## config.mk

```make
export PLATFORM = sky130hd
export DESIGN_NAME = fnd_scan_ctrl
export DESIGN_NICKNAME = d
export VERILOG_FILES = /design/src/rtl/fnd_scan_ctrl.sv
export SDC_FILE = /design/constraint.sdc
export NUM_CORES = 1
export LEC_CHECK = 0
export BUFFER_PORTS_ARGS = -buffer_cell sky130_fd_sc_hd__buf_2
export CAP_MARGIN = 20
export CORE_AREA = 2 2 83 93
export CTS_CLUSTER_DIAMETER = 60
export DETAILED_ROUTE_END_ITERATION = 8
export DIE_AREA = 0 0 85 95
export HOLD_SLACK_MARGIN = 0.12
export PLACE_DENSITY = 0.86
export SYNTH_ARGS = -nofsm -noshare
export SYNTH_HDL_FRONTEND = slang
export SYNTH_SLANG_ARGS = --single-unit
```

## constraint.sdc

```tcl
create_clock -name clk -period 8.3 [get_ports clk]
set_input_delay 1.66 -clock clk [delete_from_list [all_inputs] [get_ports clk]]
set_output_delay 1.66 -clock clk [all_outputs]
set_load 0.1 [all_outputs]
```

## src/rtl/fnd_scan_ctrl.sv

```systemverilog
// Multiplexed 7-segment scan controller: prescaled digit stepping, anti-ghost guard,
// frame-synchronous value latch, leading-zero blanking, decimal points and hex/decimal decode.
module fnd_scan_ctrl #(
  parameter int DIGITS  = 4,
  parameter int CLK_HZ  = 100_000_000,
  parameter int SCAN_HZ = 1000,
  parameter int GUARD   = 16
) (
  input  logic                         clk,
  input  logic                         rst_n,
  input  logic                         enable,
  input  logic                         load,
  input  logic [4*DIGITS-1:0]          value,
  input  logic [DIGITS-1:0]            dp_en,
  input  logic                         hex_mode,
  input  logic                         lz_blank,
  output logic [7:0]                   fnd_data,
  output logic [DIGITS-1:0]            fnd_com,
  output logic [$clog2(DIGITS)-1:0]    digit_idx,
  output logic                         frame_done
);

  localparam int DIV = CLK_HZ / SCAN_HZ;
  localparam int PW  = (DIV > 1) ? $clog2(DIV) : 1;
  localparam int IW  = $clog2(DIGITS);
  localparam int GW  = (GUARD > 0) ? $clog2(GUARD + 1) : 1;
  localparam logic [PW-1:0] DIV_LAST   = PW'(DIV - 1);
  localparam logic [IW-1:0] IDX_LAST   = IW'(DIGITS - 1);
  localparam logic [GW-1:0] GUARD_INIT = GW'(GUARD);

  typedef struct packed {
    logic [4*DIGITS-1:0] value;
    logic [DIGITS-1:0]   dp;
    logic                hex;
    logic                lz;
  } cfg_t;

  logic [PW-1:0]     presc_q, presc_d;
  logic [IW-1:0]     idx_q, idx_d;
  logic [GW-1:0]     guard_q, guard_d;
  cfg_t              stage_q, stage_d;
  cfg_t              shadow_q, shadow_d;
  logic              pending_q, pending_d;
  logic              active_q, active_d;
  logic [7:0]        data_q, data_d;
  logic [DIGITS-1:0] com_q, com_d;
  logic              frame_q, frame_d;

  logic       tick;
  logic       wrap;
  logic [3:0] nib;
  logic       dp_sel;
  logic       tail_nonzero;
  logic [7:0] pat_next;

  function automatic logic [7:0] seg_lut(input logic [3:0] n, input logic hex);
    logic [7:0] s;
    case (n)
      4'h0: s = 8'hC0;
      4'h1: s = 8'hF9;
      4'h2: s = 8'hA4;
      4'h3: s = 8'hB0;
      4'h4: s = 8'h99;
      4'h5: s = 8'h92;
      4'h6: s = 8'h82;
      4'h7: s = 8'hF8;
      4'h8: s = 8'h80;
      4'h9: s = 8'h90;
      4'hA: s = 8'h88;
      4'hB: s = 8'h83;
      4'hC: s = 8'hC6;
      4'hD: s = 8'hA1;
      4'hE: s = 8'h86;
      default: s = 8'h8E;
    endcase
    if (!hex && n > 4'd9) s = 8'hBF;
    return s;
  endfunction

  // Staging only reaches the shadow on a wrap, so every frame shows a single load.
  always_comb begin
    tick      = (presc_q == DIV_LAST);
    wrap      = tick && (idx_q == IDX_LAST);
    presc_d   = tick ? '0 : presc_q + 1'b1;
    idx_d     = idx_q;
    if (tick) idx_d = (idx_q == IDX_LAST) ? '0 : idx_q + 1'b1;
    guard_d   = tick ? GUARD_INIT : ((guard_q != '0) ? guard_q - 1'b1 : guard_q);
    stage_d   = load ? cfg_t'{value, dp_en, hex_mode, lz_blank} : stage_q;
    pending_d = load ? 1'b1 : (wrap ? 1'b0 : pending_q);
    shadow_d  = (wrap && pending_q) ? stage_q : shadow_q;
    frame_d   = wrap;
  end

  // Decode uses the next shadow so digit 0 of a new frame already sees the new data.
  always_comb begin
    nib          = 4'd0;
    dp_sel       = 1'b0;
    tail_nonzero = 1'b0;
    for (int k = 0; k < DIGITS; k++) begin
      if (IW'(k) == idx_d) begin
        nib    = shadow_d.value[k*4 +: 4];
        dp_sel = shadow_d.dp[k];
      end
      if (k >= int'(idx_d) && shadow_d.value[k*4 +: 4] != 4'd0) tail_nonzero = 1'b1;
    end
    if (shadow_d.lz && idx_d != '0 && !tail_nonzero) pat_next = 8'hFF;
    else pat_next = seg_lut(nib, shadow_d.hex);
    if (dp_sel) pat_next[7] = 1'b0;
  end

  always_comb begin
    if (!enable) begin
      active_d = 1'b0;
      data_d   = 8'hFF;
    end else if (tick) begin
      active_d = 1'b1;
      data_d   = pat_next;
    end else begin
      active_d = active_q;
      data_d   = data_q;
    end
    com_d = '1;
    if (enable && active_d && !tick && guard_d == '0) com_d = ~(DIGITS'(1) << idx_q);
  end

  always_ff @(posedge clk or negedge rst_n) begin
    if (!rst_n) begin
      presc_q   <= '0;
      idx_q     <= '0;
      guard_q   <= '0;
      stage_q   <= '0;
      shadow_q  <= '0;
      pending_q <= 1'b0;
      active_q  <= 1'b0;
      data_q    <= 8'hFF;
      com_q     <= '1;
      frame_q   <= 1'b0;
    end else begin
      presc_q   <= presc_d;
      idx_q     <= idx_d;
      guard_q   <= guard_d;
      stage_q   <= stage_d;
      shadow_q  <= shadow_d;
      pending_q <= pending_d;
      active_q  <= active_d;
      data_q    <= data_d;
      com_q     <= com_d;
      frame_q   <= frame_d;
    end
  end

  assign fnd_data   = data_q;
  assign fnd_com    = com_q;
  assign digit_idx  = idx_q;
  assign frame_done = frame_q;

endmodule

```

==> flow_metrics.env, run 1 <==
export IMPL_slew_violations=0
export IMPL_crit_path_end_kind="flop"
export IMPL_drtAntennaViolNets=0
export IMPL_die_w_um=85
export IMPL_path_cells="or4b_4, nor4_4, buf_4, mux2i_1, clkinv_1, mux4_2, mux2i_4, ha_1, nor2_1, a211oi_1, o31a_1, a41oi_2"
export IMPL_ctsResizeCount=0
export IMPL_clkSlewWorstSetupHoldPaths_ps=90
export IMPL_maxSlewHeadroom=0.460
export IMPL_synth_top_family_by_area="multiplexers"
export IMPL_syn_area_um2=4220
export IMPL_hp_class="flop to flop"
export IMPL_layout_common_cells="71 x dfrtp_1, 50 x mux2_2, 39 x buf_2, 31 x nor2_1, 16 x nand2_1"
export IMPL_numCtsBuffers=9
export IMPL_cts_sinks=83
export IMPL_synth_compound_area_frac=0.0641
export IMPL_final_common_cell="dfrtp_1"
export IMPL_hold_depth=1
export IMPL_yosys_most_used_dff="dfrtp_1"
export IMPL_via_per_inst=5.92
export IMPL_hold_viol_final=0
export IMPL_cts_tree="done"
export IMPL_fin_nets=424
export IMPL_grt_first_pass_wirelength_um=13600
export IMPL_drt_iter0_drc=203
export IMPL_drive_gt1_frac=0.363
export IMPL_fillerInstances=538
export IMPL_synthArstFlopShare=1.00
export IMPL_cp_slowest_stage_delay_ps=630
export IMPL_cts_setup_buffers=0
export IMPL_grt_use_total=0.217
export IMPL_gp_congestion=0.924
export IMPL_required_ps=8570
export IMPL_cts_root_buf="clkbuf_8"
export IMPL_htree_levels=3
export IMPL_synth_cells=343
export IMPL_path_class="flop to flop"
export IMPL_arrival_ps=4550
export IMPL_antennaDiodeCount=0
export IMPL_hold_ws_ps=489
export IMPL_status="finished clean"
export IMPL_drt_pass1_iter_count=4
export IMPL_grt_max_degree=84
export IMPL_synth_simple_area_share=0.132
export IMPL_drc=0
export IMPL_skew_ps=11.7
export IMPL_start_util=0.583
export IMPL_p_leak_nw=2.11
export IMPL_grt_ovfl_total=0
export IMPL_io_buffers=40
export IMPL_ys_seq_elements=83
export IMPL_rows=33
export IMPL_ys_seq_area_frac=0.496
export IMPL_irDropWorstVdd_mv=0.115
export IMPL_io_pin_count=41
export IMPL_core_area_um2=7230
export IMPL_fin_setup_tns_ps=0
export IMPL_period_share=0.516
export IMPL_synth_nets=381
export IMPL_rsz0062_at_grt="false"
export IMPL_antenna_found_initial=0
export IMPL_syn_avg_cell_area_um2=12.3
export IMPL_clockBufferDepth=2
export IMPL_vias=2831
export IMPL_ys_warn_count=0
export IMPL_clkLatencyLatePin_ps=360
export IMPL_drt_wl_total_um=8020
export IMPL_syn_to_final_growth_pct=12.3
export IMPL_synth_mux_area_frac=0.218
export IMPL_first_global_vias=2845
export IMPL_synth_edf_count=0
export IMPL_die_h_um=95
export IMPL_tightest_slew_ps=794
export IMPL_rr_worst_depth=12
export IMPL_maxCapViolCount=0
export IMPL_synth_xor_area_frac=0.0332
export IMPL_setup_viol=0
export IMPL_cpMaxStageDelayCell="mux2i_1"
export IMPL_fmax_ghz=0.233
export IMPL_die_area_um2=8080
export IMPL_hpwlAfterDp_um=5730
export IMPL_synthAdderAreaFrac=0.0356
export IMPL_avgRoutedWirePerCell_um=16.8
export IMPL_p_per_area_nw_per_um2=160
export IMPL_synth_cell_types=59
export IMPL_crit_fanout=35
export IMPL_cts_hold_buf=0
export IMPL_min_period_ps=4280
export IMPL_cp_start_kind="flop"
==> per-stage QoR <==
| stage | area (um2) | worst slack [ps] | cells | utilization | total power, W |
|---|---|---|---|---|---|
| after floorplan | 4220 | 4150 | 343 | - | 0.000444 |
| after global placement | 4500 | 4170 | 461 | 0.622 | 0.000462 |
| after detailed placement | 4500 | 4060 | 461 | 0.622 | 0.000464 |
| after CTS | 4700 | 4000 | 477 | 0.651 | 0.000764 |
| after global routing | 4730 | 3610 | 478 | 0.655 | 0.000788 |
| final | 4730 | 4020 | 478 | 0.655 | 0.000759 |
==> worst max-delay path, delay by kind of cell (launching register included) <==
| kind | cells | cell delay [ps] |
|---|---|---|
| muxes | 3 | 1420 |
| and+or+nand+nor | 3 | 730 |
| buffers and inverters | 2 | 700 |
| AOI/OAI and AO/OA | 3 | 650 |
| DFF | 1 | 440 |
| adders and majority gates | 1 | 230 |
==> cell families (layout without fill, tap and decap cells) <==
logic type / count (synthesis) / in the layout
buf+inv: 22 / 70
flops: 83 / 83
fa+ha+maj: 12 / 12
simple gates: 103 / 103
xor+xnor: 16 / 16
compound gates: 35 / 35
mux: 72 / 72
==> final cells by class <==
class / instances / area [um2] / share of cell area
tap: 87 / 109 / 0.0230
timing repair buffer: 43 / 245 / 0.0518
sequential: 83 / 2090 / 0.442
clock inverter: 6 / 71.3 / 0.0151
multi-input combinational: 238 / 2040 / 0.430
inverter: 11 / 41.3 / 0.00873
clock buffer: 10 / 138 / 0.0291
==> path summary, 6_finish.rpt <==
| kind | from | end | slack (ps) |
|---|---|---|---|
| worst max-delay path | presc_q[11] | fnd_data[0] | 4020 |
| worst min-delay path | presc_q[13] | presc_q[13] | 490 |
| worst max register to register | presc_q[11] | fnd_data[0] | 4020 |
| worst min register to register | presc_q[13] | presc_q[13] | 490 |
| max in group asynchronous | rst_n | fnd_data[3] | 6460 |
| min in group asynchronous | rst_n | presc_q[15] | 1190 |
==> layer usage <==
layer / track usage / vias to the layer above / wire length (um)
li1: - / 1335 / -
met1: 0.276 / 1420 / 3450
met4: 0.0952 / 0 / 161
met5: 0 / - / 0
met3: 0.0358 / 13 / 281
met2: 0.367 / 63 / 4130
==> cell usage after synthesis, drive strengths merged (2+ instances only) <==
cell type | count | share of area
mux4 | 9 | 0.048
clkbuf | 3 | 0.0027
and3 | 3 | 0.0045
dfstp | 12 | 0.075
or4b | 3 | 0.0080
nand2 | 16 | 0.014
o211a | 2 | 0.0065
xnor2 | 9 | 0.019
or3 | 4 | 0.0059
and3b | 2 | 0.0042
o21ai | 4 | 0.0047
nand3 | 15 | 0.018
mux2 | 51 | 0.14
a21o | 4 | 0.0071
nor3 | 5 | 0.0059
mux2i | 12 | 0.032
a211oi | 3 | 0.0053
dfrtp | 71 | 0.42
a31oi | 6 | 0.0089
nor4 | 3 | 0.0080
nand4bb | 2 | 0.0053
inv | 10 | 0.0089
and2 | 3 | 0.0045
ha | 12 | 0.036
xor2 | 7 | 0.015
nand2b | 3 | 0.0045
nand4 | 4 | 0.0059
nand3b | 3 | 0.0053
buf | 8 | 0.0083
nor2 | 31 | 0.028
a21oi | 4 | 0.0047
==> power by group <==
| group | internal [W] | switching (W) |
|---|---|---|
| Combinational | 0.0000172 | 0.0000144 |
| Clock | 0.000150 | 0.000152 |
| Sequential | 0.000415 | 0.0000105 |
==> sequential cells by signal, indices dropped and copies added (netlist names), 2 cells and up <==
name and count:
fnd_data 8, digit_idx 2, stage_q 22, presc_q 17, shadow_q 22, guard_q 5, fnd_com 4
No activity file was read; power rests on OpenSTA's default activity.
==> run 2: changes to the inputs <==
--- a/config.mk
+++ b/config.mk
@@ -7,12 +7,12 @@
 export LEC_CHECK = 0
 export BUFFER_PORTS_ARGS = -buffer_cell sky130_fd_sc_hd__buf_2
 export CAP_MARGIN = 20
-export CORE_AREA = 2 2 83 93
+export CORE_AREA = 2 2 89 99
 export CTS_CLUSTER_DIAMETER = 60
 export DETAILED_ROUTE_END_ITERATION = 8
-export DIE_AREA = 0 0 85 95
+export DIE_AREA = 0 0 91 101
 export HOLD_SLACK_MARGIN = 0.12
-export PLACE_DENSITY = 0.86
+export PLACE_DENSITY = 0.8
 export SYNTH_ARGS = -nofsm -noshare
 export SYNTH_HDL_FRONTEND = slang
 export SYNTH_SLANG_ARGS = --single-unit
==> constraint.sdc (replaced) <==
create_clock -name clk -period 3.7 [get_ports clk]
set_input_delay 0.74 -clock clk [delete_from_list [all_inputs] [get_ports clk]]
set_output_delay 0.74 -clock clk [all_outputs]
set_load 0.1 [all_outputs]
==> flow_metrics.env, run 2 (synthesized netlist as in run 1, its figures left out) <==
export IMPL_status="finished clean"
export IMPL_numCtsBuffers=9
export IMPL_clkLatencyLatePin_ps=360
export IMPL_rsz0062_at_grt="true"
export IMPL_reg_top3="shadow_q x22, stage_q x22, presc_q x17"
export IMPL_totalPowerFinal_w=0.00171
export IMPL_drt_pass1_iter_count=4
export IMPL_fillerInstances=692
export IMPL_avgRoutedWirePerCell_um=16.5
export IMPL_ff2ff_setup_slack_ps=80
export IMPL_first_global_vias=2840
export IMPL_tightest_slew_ps=635
export IMPL_period_share=0.979
export IMPL_final_common_cell="dfrtp_1"
export IMPL_die_w_um=91
export IMPL_cts_tree="done"
export IMPL_min_period_ps=3620
export IMPL_drtAntennaViolNets=0
export IMPL_clkSlewWorstSetupHoldPaths_ps=80
export IMPL_setup_viol=0
export IMPL_io_pin_count=41
export IMPL_core_area_um2=8230
export IMPL_irDropWorstVdd_mv=0.298
export IMPL_grt_ovfl_total=0
export IMPL_p_leak_nw=2.21
export IMPL_hold_viol_final=0
export IMPL_fmax_ghz=0.276
export IMPL_place_inst=494
export IMPL_hpwlAfterDp_um=5790
export IMPL_path_class="flop to flop"
export IMPL_maxSlewHeadroom=0.564
export IMPL_p_per_area_nw_per_um2=342
export IMPL_setup_ws_ps=76.4
export IMPL_dp_slack_ps=132
export IMPL_gp_congestion=0.853
export IMPL_start_util=0.512
export IMPL_grt_first_pass_wirelength_um=14100
export IMPL_hp_class="primary input to asynchronous set/reset pin"
export IMPL_antennaDiodeCount=0
export IMPL_crit_fanout=6
export IMPL_drc=0
export IMPL_vias=2930
export IMPL_fin_nets=442
export IMPL_drt_wl_total_um=8560
export IMPL_via_per_inst=5.63
export IMPL_required_ps=3990
export IMPL_drt_iter0_drc=183
export IMPL_clockBufferDepth=2
export IMPL_maxCapViolCount=0
export IMPL_layout_common_cells="68 x dfrtp_1, 50 x mux2_2, 39 x buf_2, 30 x nor2_1, 18 x buf_4"
export IMPL_slew_violations=0
export IMPL_htree_levels=3
export IMPL_grt_use_total=0.194
export IMPL_die_h_um=101
export IMPL_drive_gt1_frac=0.423
export IMPL_cp_start_kind="flop"
export IMPL_antenna_found_initial=0
export IMPL_syn_to_final_growth_pct=18.6
export IMPL_instances_no_fill=520
export IMPL_crit_path_end_kind="flop"
export IMPL_die_area_um2=9190
export IMPL_rows=35
export IMPL_arrival_ps=3910
export IMPL_skew_ps=8.50
export IMPL_io_buffers=40
export IMPL_grt_max_degree=84
export IMPL_cts_root_buf="clkbuf_8"
export IMPL_cts_sinks=83
## run 2: cell types whose count changed in the layout (fill, tap and decap cells not counted), moves of 2 or more
cell / delta
mux2i_4: +2
buf_6: +2
ha_4: +3
ha_1: -3
inv_2: +2
dfrtp_1: -3
dfrtp_2: +2
mux2i_1: -2
buf_4: +15
## run 2: report_power, final
group          internal [W]  total (W)  switching [W]
logic             0.0000386  0.0000710      0.0000324
clock network      0.000351   0.000683       0.000332
registers          0.000931   0.000954      0.0000228
## run 2: path summary, 6_finish.rpt
check | from | endpoint | depth (start not counted)
max | presc_q[11] | fnd_data[4] | 12
min | rst_n | guard_q[3] | 1
max reg2reg | presc_q[11] | fnd_data[4] | 12
min reg2reg | presc_q[0] | presc_q[0] | 1
max in group asynchronous | rst_n | digit_idx[1] | 2
min in group clk | presc_q[0] | presc_q[0] | 1
## run 2: routing by layer
metal,vias to the layer above,track usage,part of all wire
li1,1370,-,-
met1,1459,0.259,0.44
met2,88,0.313,0.49
met3,13,0.0509,0.055
met4,0,0.0629,0.015
met5,-,0,0
## run 2: repair_timing
item	in CTS	in global routing
endpoints found under the setup margin	0	6
buffers inserted	0	9
hold buffers	0	0
hold endpoints to repair	0	0
gates resized for setup	0	20
## run 2: area by class of cell
cell class,instances,area [um2],share of cell area
multi-input cells,238,2110,0.422
flip-flops and latches,83,2100,0.420
repair buffers,61,400,0.0801
clock buffers,11,151,0.0303
well taps,111,139,0.0278
clock inverters,5,57.6,0.0115
inverters,11,41.3,0.00826
## run 2: critical path, cell delays in order, from the launching register on
cell and delay (ps):
dfrtp_2 410, or4b_4 560, nor4_4 270, buf_4 180
mux2i_4 280, buf_6 130, mux4_2 510, mux2i_4 320
buf_6 160, inv_2 40, ha_4 150, or3_4 370
a31oi_1 160
## run 2: stage by stage
step                hold WS, ps  setup TNS (ps)  area [um2]   util
global route                250            -299        5000  0.607
CTS                         500               0        4810  0.584
detailed placement          478               0        4600  0.559
finish                      247               0        5000  0.607
floorplan                   444               0        4220      -
global placement            460               0        4600  0.559
